`config.mk`:
```
export PLATFORM = sky130hd
export DESIGN_NAME = ap_cycle_budget_ctrl
export DESIGN_NICKNAME = d
export VERILOG_FILES = /design/src/rtl/ap_cycle_budget_ctrl_pkg.sv /design/src/rtl/FlipFlopWE.sv /design/src/rtl/ap_start_detect.sv /design/src/rtl/ap_cycle_budget_ctrl.sv
export SDC_FILE = /design/constraint.sdc
export NUM_CORES = 1
export LEC_CHECK = 0
export CAP_MARGIN = 20
export CORE_MARGIN = 8
export CORE_UTILIZATION = 53
export DETAILED_ROUTE_END_ITERATION = 12
export GPL_ROUTABILITY_DRIVEN = 0
export GPL_TIMING_DRIVEN = 1
export PLACE_DENSITY = 0.87
export REMOVE_ABC_BUFFERS = 1
export SETUP_SLACK_MARGIN = 0.02
export SLEW_MARGIN = 20
export SYNTH_ARGS = -nofsm -noshare
export SYNTH_HDL_FRONTEND = slang
export SYNTH_SLANG_ARGS = --single-unit
```
`constraint.sdc`:
```
create_clock -name clk -period 9.6 [get_ports clk]
set_clock_uncertainty 0.1 [all_clocks]
set_input_delay 1.92 -clock clk [delete_from_list [all_inputs] [get_ports clk]]
set_output_delay 1.92 -clock clk [all_outputs]
set_load 0.005 [all_outputs]
```
`src/rtl/ap_cycle_budget_ctrl_pkg.sv`:
```
// Shared fetch-unit types for the approximate-region cycle budget controller.
package FetchUnitTypes;

  typedef enum logic [1:0] {
    IDLE    = 2'd0,
    ACTIVE  = 2'd1,
    EXPIRED = 2'd2
  } ApBudgetState;

  // A budget of this value never expires a region.
  localparam int AP_BUDGET_DISABLED = 0;

  localparam int AP_EXP_CNT_WIDTH = 16;
  typedef logic [AP_EXP_CNT_WIDTH-1:0] ApExpCount;

endpackage

```
`src/rtl/FlipFlopWE.sv`:
```
// Register with synchronous active-high reset and write enable.
module FlipFlopWE #(
  parameter int               WIDTH       = 32,
  parameter logic [WIDTH-1:0] RESET_VALUE = '0
) (
  input  logic             clk,
  input  logic             rst,
  input  logic             we,
  input  logic [WIDTH-1:0] d,
  output logic [WIDTH-1:0] q
);

  // Reset wins over the write enable.
  always_ff @(posedge clk) begin
    if (rst)     q <= RESET_VALUE;
    else if (we) q <= d;
  end

endmodule

```
`src/rtl/ap_start_detect.sv`:
```
// Reduces fetch buffer hits and approximate-branch results to a region start.
module ap_start_detect #(
  parameter int FETCH_WIDTH     = 2,
  parameter int INT_ISSUE_WIDTH = 2
) (
  input  logic [FETCH_WIDTH-1:0]     bufferHit,
  input  logic [INT_ISSUE_WIDTH-1:0] apBrValid,
  input  logic [INT_ISSUE_WIDTH-1:0] apBrBufHit,
  output logic                       start
);

  // A resolved approximate branch only opens a region when it missed the buffer.
  always_comb begin
    start = (|bufferHit) | (|(apBrValid & ~apBrBufHit));
  end

endmodule

```
`src/rtl/ap_cycle_budget_ctrl.sv`:
```
// Sequences approximate-region begin-cycle capture and forces an exit when
// a region runs past its programmable cycle budget.
module ap_cycle_budget_ctrl
  import FetchUnitTypes::*;
#(
  parameter int DATA_WIDTH      = 32,
  parameter int FETCH_WIDTH     = 2,
  parameter int INT_ISSUE_WIDTH = 2,
  parameter int EXP_CNT_WIDTH   = 16
) (
  input  logic                       clk,
  input  logic                       rst,
  input  logic [DATA_WIDTH-1:0]      cycleCounter,
  input  logic [FETCH_WIDTH-1:0]     bufferHit,
  input  logic [INT_ISSUE_WIDTH-1:0] apBrValid,
  input  logic [INT_ISSUE_WIDTH-1:0] apBrBufHit,
  input  logic                       flush,
  input  logic                       budgetWe,
  input  logic [DATA_WIDTH-1:0]      budgetIn,
  input  logic                       exitAck,
  output logic [DATA_WIDTH-1:0]      beginCycle,
  output logic [DATA_WIDTH-1:0]      elapsed,
  output logic                       regionActive,
  output logic                       forceExit,
  output logic [EXP_CNT_WIDTH-1:0]   expCount
);

  ApBudgetState             state_q, state_d;
  logic [EXP_CNT_WIDTH-1:0] exp_count_q, exp_count_d;
  logic [DATA_WIDTH-1:0]    begin_cycle_q;
  logic [DATA_WIDTH-1:0]    budget_q;
  logic                     start;
  logic                     capture;
  logic                     expire;
  logic                     exp_inc;

  ap_start_detect #(
    .FETCH_WIDTH    (FETCH_WIDTH),
    .INT_ISSUE_WIDTH(INT_ISSUE_WIDTH)
  ) u_start_detect (
    .bufferHit (bufferHit),
    .apBrValid (apBrValid),
    .apBrBufHit(apBrBufHit),
    .start     (start)
  );

  FlipFlopWE #(.WIDTH(DATA_WIDTH)) u_begin_cycle (
    .clk(clk), .rst(rst), .we(capture), .d(cycleCounter), .q(begin_cycle_q)
  );

  FlipFlopWE #(.WIDTH(DATA_WIDTH)) u_budget (
    .clk(clk), .rst(rst), .we(budgetWe), .d(budgetIn), .q(budget_q)
  );

  // Elapsed wraps modulo 2^DATA_WIDTH; expiry only sees the registered budget.
  always_comb begin
    elapsed = cycleCounter - begin_cycle_q;
    expire  = (budget_q != DATA_WIDTH'(AP_BUDGET_DISABLED)) && (elapsed >= budget_q);
  end

  // Next state, capture strobe and expiration count.
  always_comb begin
    state_d = state_q;
    capture = 1'b0;
    exp_inc = 1'b0;
    unique case (state_q)
      IDLE: begin
        if (!flush && start) begin
          state_d = ACTIVE;
          capture = 1'b1;
        end
      end
      ACTIVE: begin
        if (flush) begin
          state_d = IDLE;
        end else if (expire) begin
          state_d = EXPIRED;
          exp_inc = 1'b1;
        end else if (start) begin
          capture = 1'b1;
        end
      end
      EXPIRED: begin
        // Flush acts as an implicit acknowledge; start alone is ignored here.
        if (flush) begin
          state_d = IDLE;
        end else if (exitAck) begin
          if (start) begin
            state_d = ACTIVE;
            capture = 1'b1;
          end else begin
            state_d = IDLE;
          end
        end
      end
      default: state_d = IDLE;
    endcase
    exp_count_d = exp_count_q;
    if (exp_inc && (exp_count_q != {EXP_CNT_WIDTH{1'b1}}))
      exp_count_d = exp_count_q + EXP_CNT_WIDTH'(1);
  end

  // FSM and statistics registers.
  always_ff @(posedge clk) begin
    if (rst) begin
      state_q     <= IDLE;
      exp_count_q <= '0;
    end else begin
      state_q     <= state_d;
      exp_count_q <= exp_count_d;
    end
  end

  // Outputs are decoded straight from registered state.
  always_comb begin
    beginCycle   = begin_cycle_q;
    regionActive = (state_q == ACTIVE);
    forceExit    = (state_q == EXPIRED);
    expCount     = exp_count_q;
  end

endmodule

```
# Word-level counts from Yosys, hierarchy flattened
# Cells that the tools add are included.
[totals] regBits=82 latch_bits=0 ramBits=0 rom_bits=0 inputBits=75 output_inout_bits=82 wordCells=42 mem_count=0
[op_classes] add_sub_neg=2 n_mul=0 div_mod_pow=0 order_cmp=1 eq_ne=6 n_shift=0 n_mux=17 n_bitwise=3 reduce_logical=9
[ops] operator="$ge 32x32->1" count=1
[ops] operator="$reduce_bool 32->1" count=1
[ops] operator="$sub 32x32->32" count=1
[ops] operator="$add 16x1->16 const B" count=1
[ops] operator="$ne 16x16->1 const B" count=1
[ops] operator="$mux 1" count=10
[ops] operator="$mux 2" count=5
[ops] operator="$pmux 2 s3" count=1
[ops] operator="$reduce_or 2->1" count=2
[ops] operator="$logic_and 1x1->1" count=3
[ops] operator="$ne 3x2->1 const B" count=1
[ops] operator="$ne 3x3->1 const B" count=1
[ops] operator="$pmux 1 s3" count=1
[ops] operator="$reduce_and 3->1" count=1
[ops] operator="$and 2x2->2" count=1
[ops] operator="$eq 2x1->1 const B" count=1
[ops] operator="$eq 2x2->1 const B" count=1
[ops] operator="$logic_not 2->1" count=1
[ops] operator="$ne 2x2->1 const B" count=1
[ops] operator="$not 2->2" count=1
[ops] operator="$logic_not 1->1" count=1
[ops] operator="$or 1x1->1" count=1

# Depth between registers and ports, before layout
# Gate-level depths: netlist of the first run.
[logic_depth] word_depth=8 mapped_depth=24 mapped_depth_nobuf=23

# Hierarchy
# Synthesis of the first run repeated with hierarchy kept, for this count alone.
[unflattened] hier_cells=678 area_unflattened_um2=5753.0
[by_module_without_submodules] mod="ap_cycle_budget_ctrl" instances=1 cells_each=468 area_each_um2=3399.5
[by_module_without_submodules] mod="FlipFlopWE" instances=2 cells_each=103 area_each_um2=1163.6
[by_module_without_submodules] mod="ap_start_detect" instances=1 cells_each=4 area_each_um2=26.3

# Worst setup path after synthesis of the first run
# OpenSTA, ideal clock, no wires.
[synth_timing] kind="input to output" startpoint="in cycleCounter[0]" endpoint="out elapsed[28]" arrival_ns=4.137 t_required_ns=7.580 slack_ns=3.443 stages=13 n_path_buf=0 cell_sequence="inv_1 ha_1 fa_1 nor2b_1 o31ai_1 a211oi_1 o31ai_1 a31oi_1 nor2_1 a22oi_1 a41oi_1 and2b_1 xnor2_1"
[synth_between] elab_chain_cells=1
[synth_rtl] item="start, declared" line="ap_cycle_budget_ctrl.sv:13" text="input logic [DATA_WIDTH-1:0] cycleCounter,"
[synth_rtl] item="$sub 32x32->32" line="ap_cycle_budget_ctrl.sv:57" text="elapsed = cycleCounter - begin_cycle_q;"
[synth_rtl] item="end, declared" line="ap_cycle_budget_ctrl.sv:22" text="output logic [DATA_WIDTH-1:0] elapsed,"
# Every way passes these cells.

# Final worst setup path of the first run
# Ends and elaborated chain as after synthesis.

==> results_dict.tcl, run 1 <==
set metrics [dict create \
    die-width_um 120 \
    status "finished clean" \
    h-tree-depth 3 \
    route.antenna.remaining_nets 0 \
    grt_start_max_net_pins 89 \
    crit_path_end_kind "primary output" \
    num_vias 5348 \
    critPathArrivalTime_ns 5.79 \
    ys_ff_latch 82 \
    cts_resized 0 \
    path_cells "clkdlybuf4s50_1 > inv_1 > ha_1 > fa_1 > nor2b_1 > o31ai_1 > a211oi_1 > o31ai_1 > a31oi_1 > nor2_1 > a22oi_1 > a41oi_1 > and2b_1 > xnor2_1 > clkdlybuf4s50_1" \
    synth_cell_type_count 58 \
    grt_pass1_vias 5513 \
    cpPeakStageDelay_ns 0.55 \
    dp_cells 961 \
    die_y_um 120 \
    firstDrtPassIters 5 \
    drtIter0Drc 379 \
    postSynthCellCount 681 \
    r2r_slack_ns 3.69 \
    antenna_found_initial 0 \
    final_layout_size_suffix_gt1_frac 0.0406 \
    instances_no_fill 977 \
    p_leak_nw 3.17 \
    syn_to_final_growth_pct 32.9 \
    slew_violations 0 \
    antenna_cells 0 \
    postCtsSetupBuffers 0 \
    grt_setup_unrepaired "no" \
    powerDensity_nw_per_um2 154 \
    grt_pass1_wl_um 26100 \
    peakVddDrop_mv 0.110 \
    syn_avg_cell_area_um2 8.34 \
    startpoint_type "input pin" \
    min_to "expCount[5]" \
    root_buffer "clkbuf_8" \
    rr_startpoint "u_begin_cycle.q[1]" \
    numPortBuffers 156 \
    io_pins 157 \
    insertion_delay_ns 0.38 \
    yosys_warnings 0 \
    wl_per_cell_um 16.4 \
    period_minus_slack_ns 7.81 \
    setup_viol 0 \
    clk_pin_slew_ns 0.10 \
    drc 0 \
    grt_usage 0.222 \
    cts_made_buffers 9 \
    fmax_ghz 0.128 \
    hp-class "reg2reg" \
    drt_wl_total_um 16100 \
    cts_tree "done" \
    cp_max_fo 3 \
    start_util 0.533 \
    core_area_um2 10700 \
    ys_async_sr_fraction 0 \
    hold_viol 0 \
    fin_nets 972 \
    dp_hpwl_um 12500 \
    tightest_slew_ns 1.04 \
    worstSetupPathType "in2out" \
    synth_area_um2 5680 \
    cts.sinks 82 \
    die-area_um2 14300 \
    worstHoldPathCells 2 \
    maxCapViolCount 0 \
    r2r.worst_path.cells 23 \
    synth-edff-count 0 \
    hold_start "expCount[5]" \
    relSlewSlack 0.304 \
    crit_buf_inv 3 \
    vias_per_cell 5.47 \
    holdBufCountCts 0 \
    slowest_stage "clkdlybuf4s50_1" \
    synth_ff_type "dfxtp_1" \
    crit_family "compound AO/OA/AOI/OAI gates" \
    clock_path_buffers 2 \
    fin_crit_sh 0.813 \
    row_count 38 \
    synth-seq-area-share 0.289 \
    worstPathRequired_ns 7.58 \
    r2r_end "u_begin_cycle.q[5]" \
    overflow 0 \
    finalSetupTns_ns 0 \
]
[how the worst max path moves through the flow]
stage	from	endpoint	slack [ns]	cells after the start
floorplan	cycleCounter[9]	u_begin_cycle.q[0]	3.24	20
global placement	cycleCounter[0]	elapsed[28]	1.89	15
detailed placement	cycleCounter[1]	u_begin_cycle.q[5]	1.77	23
CTS	cycleCounter[0]	elapsed[28]	1.83	15
global route	cycleCounter[0]	elapsed[28]	1.58	15
finish	cycleCounter[0]	elapsed[28]	1.79	15
[metal layers]
layer,share of wire,vias up,global-route usage
li1,-,2667,-
met1,0.43,2447,0.258
met2,0.48,201,0.376
met3,0.065,33,0.0568
met4,0.025,0,0.101
met5,0,-,0
[worst register-to-register path, delay by kind of cell, from the launching register on]
family | cells | cell delay, ns
muxes | 1 | 0.25
xor gates and xnor gates | 1 | 0.26
and+or+nand+nor | 3 | 0.33
AOI/OAI and AO/OA | 14 | 3.32
adders and majority gates | 2 | 0.59
DFF | 1 | 0.41
buffers and inverters | 2 | 0.51
[state kept, by name (all words and copies together), names as in the netlist]
| signal | flops |
|---|---|
| u_budget.q | 32 |
| expCount | 16 |
| u_begin_cycle.q | 32 |
| state_q | 2 |
[placed cells by master, fill, tap and decap left out, types with 4 or more instances in the layout]
| cell | Yosys | layout |
|---|---|---|
| clkdlybuf4s50_1 | 0 | 154 |
| nor2_1 | 101 | 101 |
| inv_1 | 84 | 84 |
| dfxtp_1 | 82 | 82 |
| mux2i_1 | 65 | 65 |
| ha_1 | 64 | 64 |
| a21oi_1 | 44 | 44 |
| xnor2_1 | 26 | 26 |
| a21o_1 | 23 | 23 |
| nand2_1 | 23 | 23 |
| o21ai_0 | 17 | 17 |
| nand3_1 | 12 | 12 |
| nand4_1 | 12 | 12 |
| nor4_1 | 12 | 12 |
| clkbuf_8 | 0 | 9 |
| nor2b_1 | 8 | 8 |
| o21bai_1 | 8 | 8 |
| xor2_1 | 8 | 8 |
| o31ai_1 | 7 | 7 |
| a211oi_1 | 6 | 6 |
| and3_1 | 6 | 6 |
| nor3_1 | 5 | 5 |
| o21a_1 | 4 | 4 |
| nand2b_1 | 4 | 4 |
| mux2_1 | 4 | 4 |
[power by group]
group          switching [mW]  internal, mW  leakage [nW]
sequential             0.0170         0.360         0.673
clock                   0.139         0.149         0.110
combinational           0.240         0.257          2.39
[synth_stat cells, drive strengths merged (2+ instances only)]
master    n  area share
xor2      8       0.012
dfxtp    82        0.29
nand2    24       0.016
nor2    101       0.067
nor2b     8      0.0088
clkbuf    7      0.0046
ha       64        0.14
nand4    12       0.013
o21bai    9       0.013
nand2b    4      0.0044
o31a      2      0.0031
buf      11       0.013
o31ai     7      0.0092
a31oi     3      0.0033
mux2      5      0.0099
a211oi    7       0.010
nor3b     2      0.0026
and3      6      0.0066
nor3      5      0.0044
a21o     23       0.030
o21ai    19       0.017
inv      84       0.055
nor4     13       0.015
xnor2    26       0.040
a21oi    46       0.043
or4       5      0.0070
o21a      4      0.0053
nand3    12       0.011
and2      2      0.0024
mux2i    65        0.11
[metrics by stage]
step	worst slack (ns)	power [mW]	utilization	instance area [um2]	hold WS [ns]
2_1_floorplan	3.24	0.663	-	5580	0.375
3_3_place_gp	1.89	0.854	0.688	7320	0.376
3_5_place_dp	1.77	0.877	0.688	7320	0.401
4_1_cts	1.83	1.17	0.709	7550	0.413
5_1_grt	1.58	1.24	0.709	7550	0.447
6_report	1.79	1.16	0.709	7550	0.416
[cell families after synthesis]
kind of cell               after synthesis  synth area share
and+or+nand+nor                        198             0.164
AOI/OAI and AO/OA                      130             0.153
buffers and inverters                  102            0.0729
DFF                                     82             0.289
muxes                                   70             0.124
adders and majority gates               65             0.144
xor gates and xnor gates                34            0.0524
[area by class of cell]
class / instances / area, um2
Clock inverter: 7 / 103
Tap cell: 140 / 175
Sequential cell: 82 / 1640
Inverter: 84 / 315
Timing Repair Buffer: 158 / 1570
Multi-Input combinational cell: 497 / 3630
Fill cell: 799 / 3100
Clock buffer: 9 / 124
Note: power is estimated with default switching activity, not from simulation.
==> run 2: changes to the inputs <==
CORE_UTILIZATION = 44   (was 53)
PLACE_DENSITY = 0.77   (was 0.87)
clock period = 6.3 ns   (was 9.6 ns; I/O delays follow)
==> run 2 against run 1 <==
Compared with the run above: total power rose by 71%; clock-buffer cell count grew 1; worst setup slack lost 1.6 ns; critical path depth down 1; via count down 3.0%; sequential share of layout area is 0.98 points lower.
==> results_dict.tcl, run 2 (synthesis results as in run 1) <==
set metrics [dict create \
    status "finished clean" \
    dp_cells 1007 \
    firstDrtPassIters 4 \
    drc 0 \
    crit_buf_inv 3 \
    drt_wl_total_um 15600 \
    worstHoldPathCells 2 \
    fin_crit_sh 0.964 \
    maxCapViolCount 0 \
    r2r.worst_path.cells 23 \
    hp-class "reg2reg" \
    clk_pin_slew_ns 0.07 \
    die_y_um 130 \
    r2r_end "u_begin_cycle.q[13]" \
    final_cell_mix "153 x clkdlybuf4s50_1, 101 x nor2_1, 84 x inv_1" \
    busiest_layer "met2" \
    root_buffer "clkbuf_16" \
    cpPeakStageDelay_ns 0.56 \
    layout_setup_ws_ns 0.226 \
    dp_hpwl_um 12000 \
    endpoint "elapsed[31]" \
    worstSetupPathType "in2out" \
    num_vias 5188 \
    route.antenna.remaining_nets 0 \
    die-area_um2 16800 \
    startpoint_type "input pin" \
    grt_util_met2 0.313 \
    seq_area_um2 1640 \
    grt_start_max_net_pins 58 \
    grt_pass1_vias 5312 \
    grt_usage 0.191 \
    peakVddDrop_mv 0.144 \
    slew_violations 0 \
    critPathArrivalTime_ns 4.71 \
    syn_to_final_growth_pct 39.2 \
    fin_nets 986 \
    crit_family "compound AO/OA/AOI/OAI gates" \
    slowest_stage "clkdlybuf4s50_1" \
    final_common_cell "clkdlybuf4s50_1" \
    powerDensity_nw_per_um2 252 \
    wl_per_cell_um 15.2 \
    fillers 1110 \
    grt_pass1_wl_um 25800 \
    multi_input_area_um2 3680 \
    utilization 0.627 \
    overflow 0 \
    fmax_ghz 0.165 \
    io_pins 157 \
    vias_per_cell 5.07 \
    r2r_slack_ns 1.49 \
    critPathLaunch "cycleCounter[1]" \
    insertion_delay_ns 0.35 \
    row_count 41 \
    grt_use_met3 0.0526 \
    dpl_worst_slack_ns -0.0832 \
    instances_no_fill 1023 \
    cts_made_buffers 9 \
    antenna_found_initial 0 \
    rr_startpoint "u_begin_cycle.q[1]" \
    worstPathRequired_ns 4.94 \
    drtIter0Drc 204 \
    tightest_slew_ns 1.09 \
    postCtsSetupBuffers 0 \
    p_leak_nw 3.33 \
    clock_path_buffers 2 \
    relSlewSlack 0.271 \
    numPortBuffers 156 \
    antenna_cells 0 \
    design_area_um2 7910 \
    cp.depth 14 \
    place_area_um2 7490 \
    total_power_mw 1.99 \
    die-width_um 130 \
    cts.sinks 82 \
    crit_path_end_kind "primary output" \
    period_minus_slack_ns 6.07 \
    final_layout_size_suffix_gt1_frac 0.0670 \
    cp_max_fo 3 \
    core_area_um2 12600 \
    grt_setup_unrepaired "no" \
    cts_tree "done" \
    setup_viol 0 \
    path_cells "clkdlybuf4s50_1 > ha_1 > nor2b_1 > o31a_1 > o2111ai_1 > a21oi_1 > o31ai_2 > a31oi_1 > a211oi_2 > buf_4 > a211oi_1 > nor2_1 > xnor2_1 > clkdlybuf4s50_1" \
    met1_usage 0.236 \
    h-tree-depth 3 \
    crit_top_cell "clkdlybuf4s50_1" \
    start_util 0.450 \
    hold_viol 0 \
]
## run 2: final cells by class
cell class,count,share of cell area
clock inverters,6,0.0144
clock buffers,10,0.0302
repair buffers,172,0.215
inverters,84,0.0399
multi-input cells,497,0.466
well taps,172,0.0272
flip-flops and latches,82,0.208
## run 2: what timing repair did
action,CTS,global route
endpoints found under the setup margin,2,41
hold buffers,0,0
hold endpoints to repair,0,0
gates resized for setup,2,11
pin swaps,0,4
## run 2: how the worst min path moves through the flow
stage / startpoint / endpoint / slack [ns]
2_1_floorplan: expCount[5] / expCount[5] / 0.37
3_3_place_gp: expCount[5] / expCount[5] / 0.38
3_5_place_dp: expCount[5] / expCount[5] / 0.39
4_1_cts: expCount[5] / expCount[5] / 0.40
5_1_grt: expCount[5] / expCount[5] / 0.43
6_report: expCount[5] / expCount[5] / 0.40
## run 2: per-stage QoR
stage | hold slack [ns] | setup TNS (ns)
2_1_floorplan | 0.375 | 0
3_3_place_gp | 0.381 | -0.155
3_5_place_dp | 0.394 | -0.141
4_1_cts | 0.402 | 0
5_1_grt | 0.429 | 0
6_report | 0.401 | 0
## run 2: power breakdown
part           switching, mW  internal (mW)
logic                  0.365          0.419
registers             0.0251          0.550
clock network          0.232          0.399
## run 2: metal layers
layer  wire length, um  vias up
li1                  -     2693
met1              7230     2348
met2              7010      129
met3              1110       18
met4               240        0
met5                 0        -
## run 2: worst register-to-register path, stage by stage, from the launching register on
cell       delay (ns)
dfxtp_1          0.41
inv_1            0.07
ha_1             0.26
nor2b_1          0.14
o31a_1           0.26
o2111ai_1        0.29
a21oi_1          0.17
o31ai_2          0.27
a31oi_1          0.18
a21oi_1          0.27
o21bai_1         0.09
a21oi_1          0.19
xnor2_1          0.17
ha_1             0.29
a21o_1           0.18
a21o_1           0.17
a21oi_1          0.15
o21ai_0          0.11
nor2_1           0.13
o21ai_2          0.09
a21oi_4          0.21
buf_12           0.20
mux2i_1          0.22
nor2_1           0.05
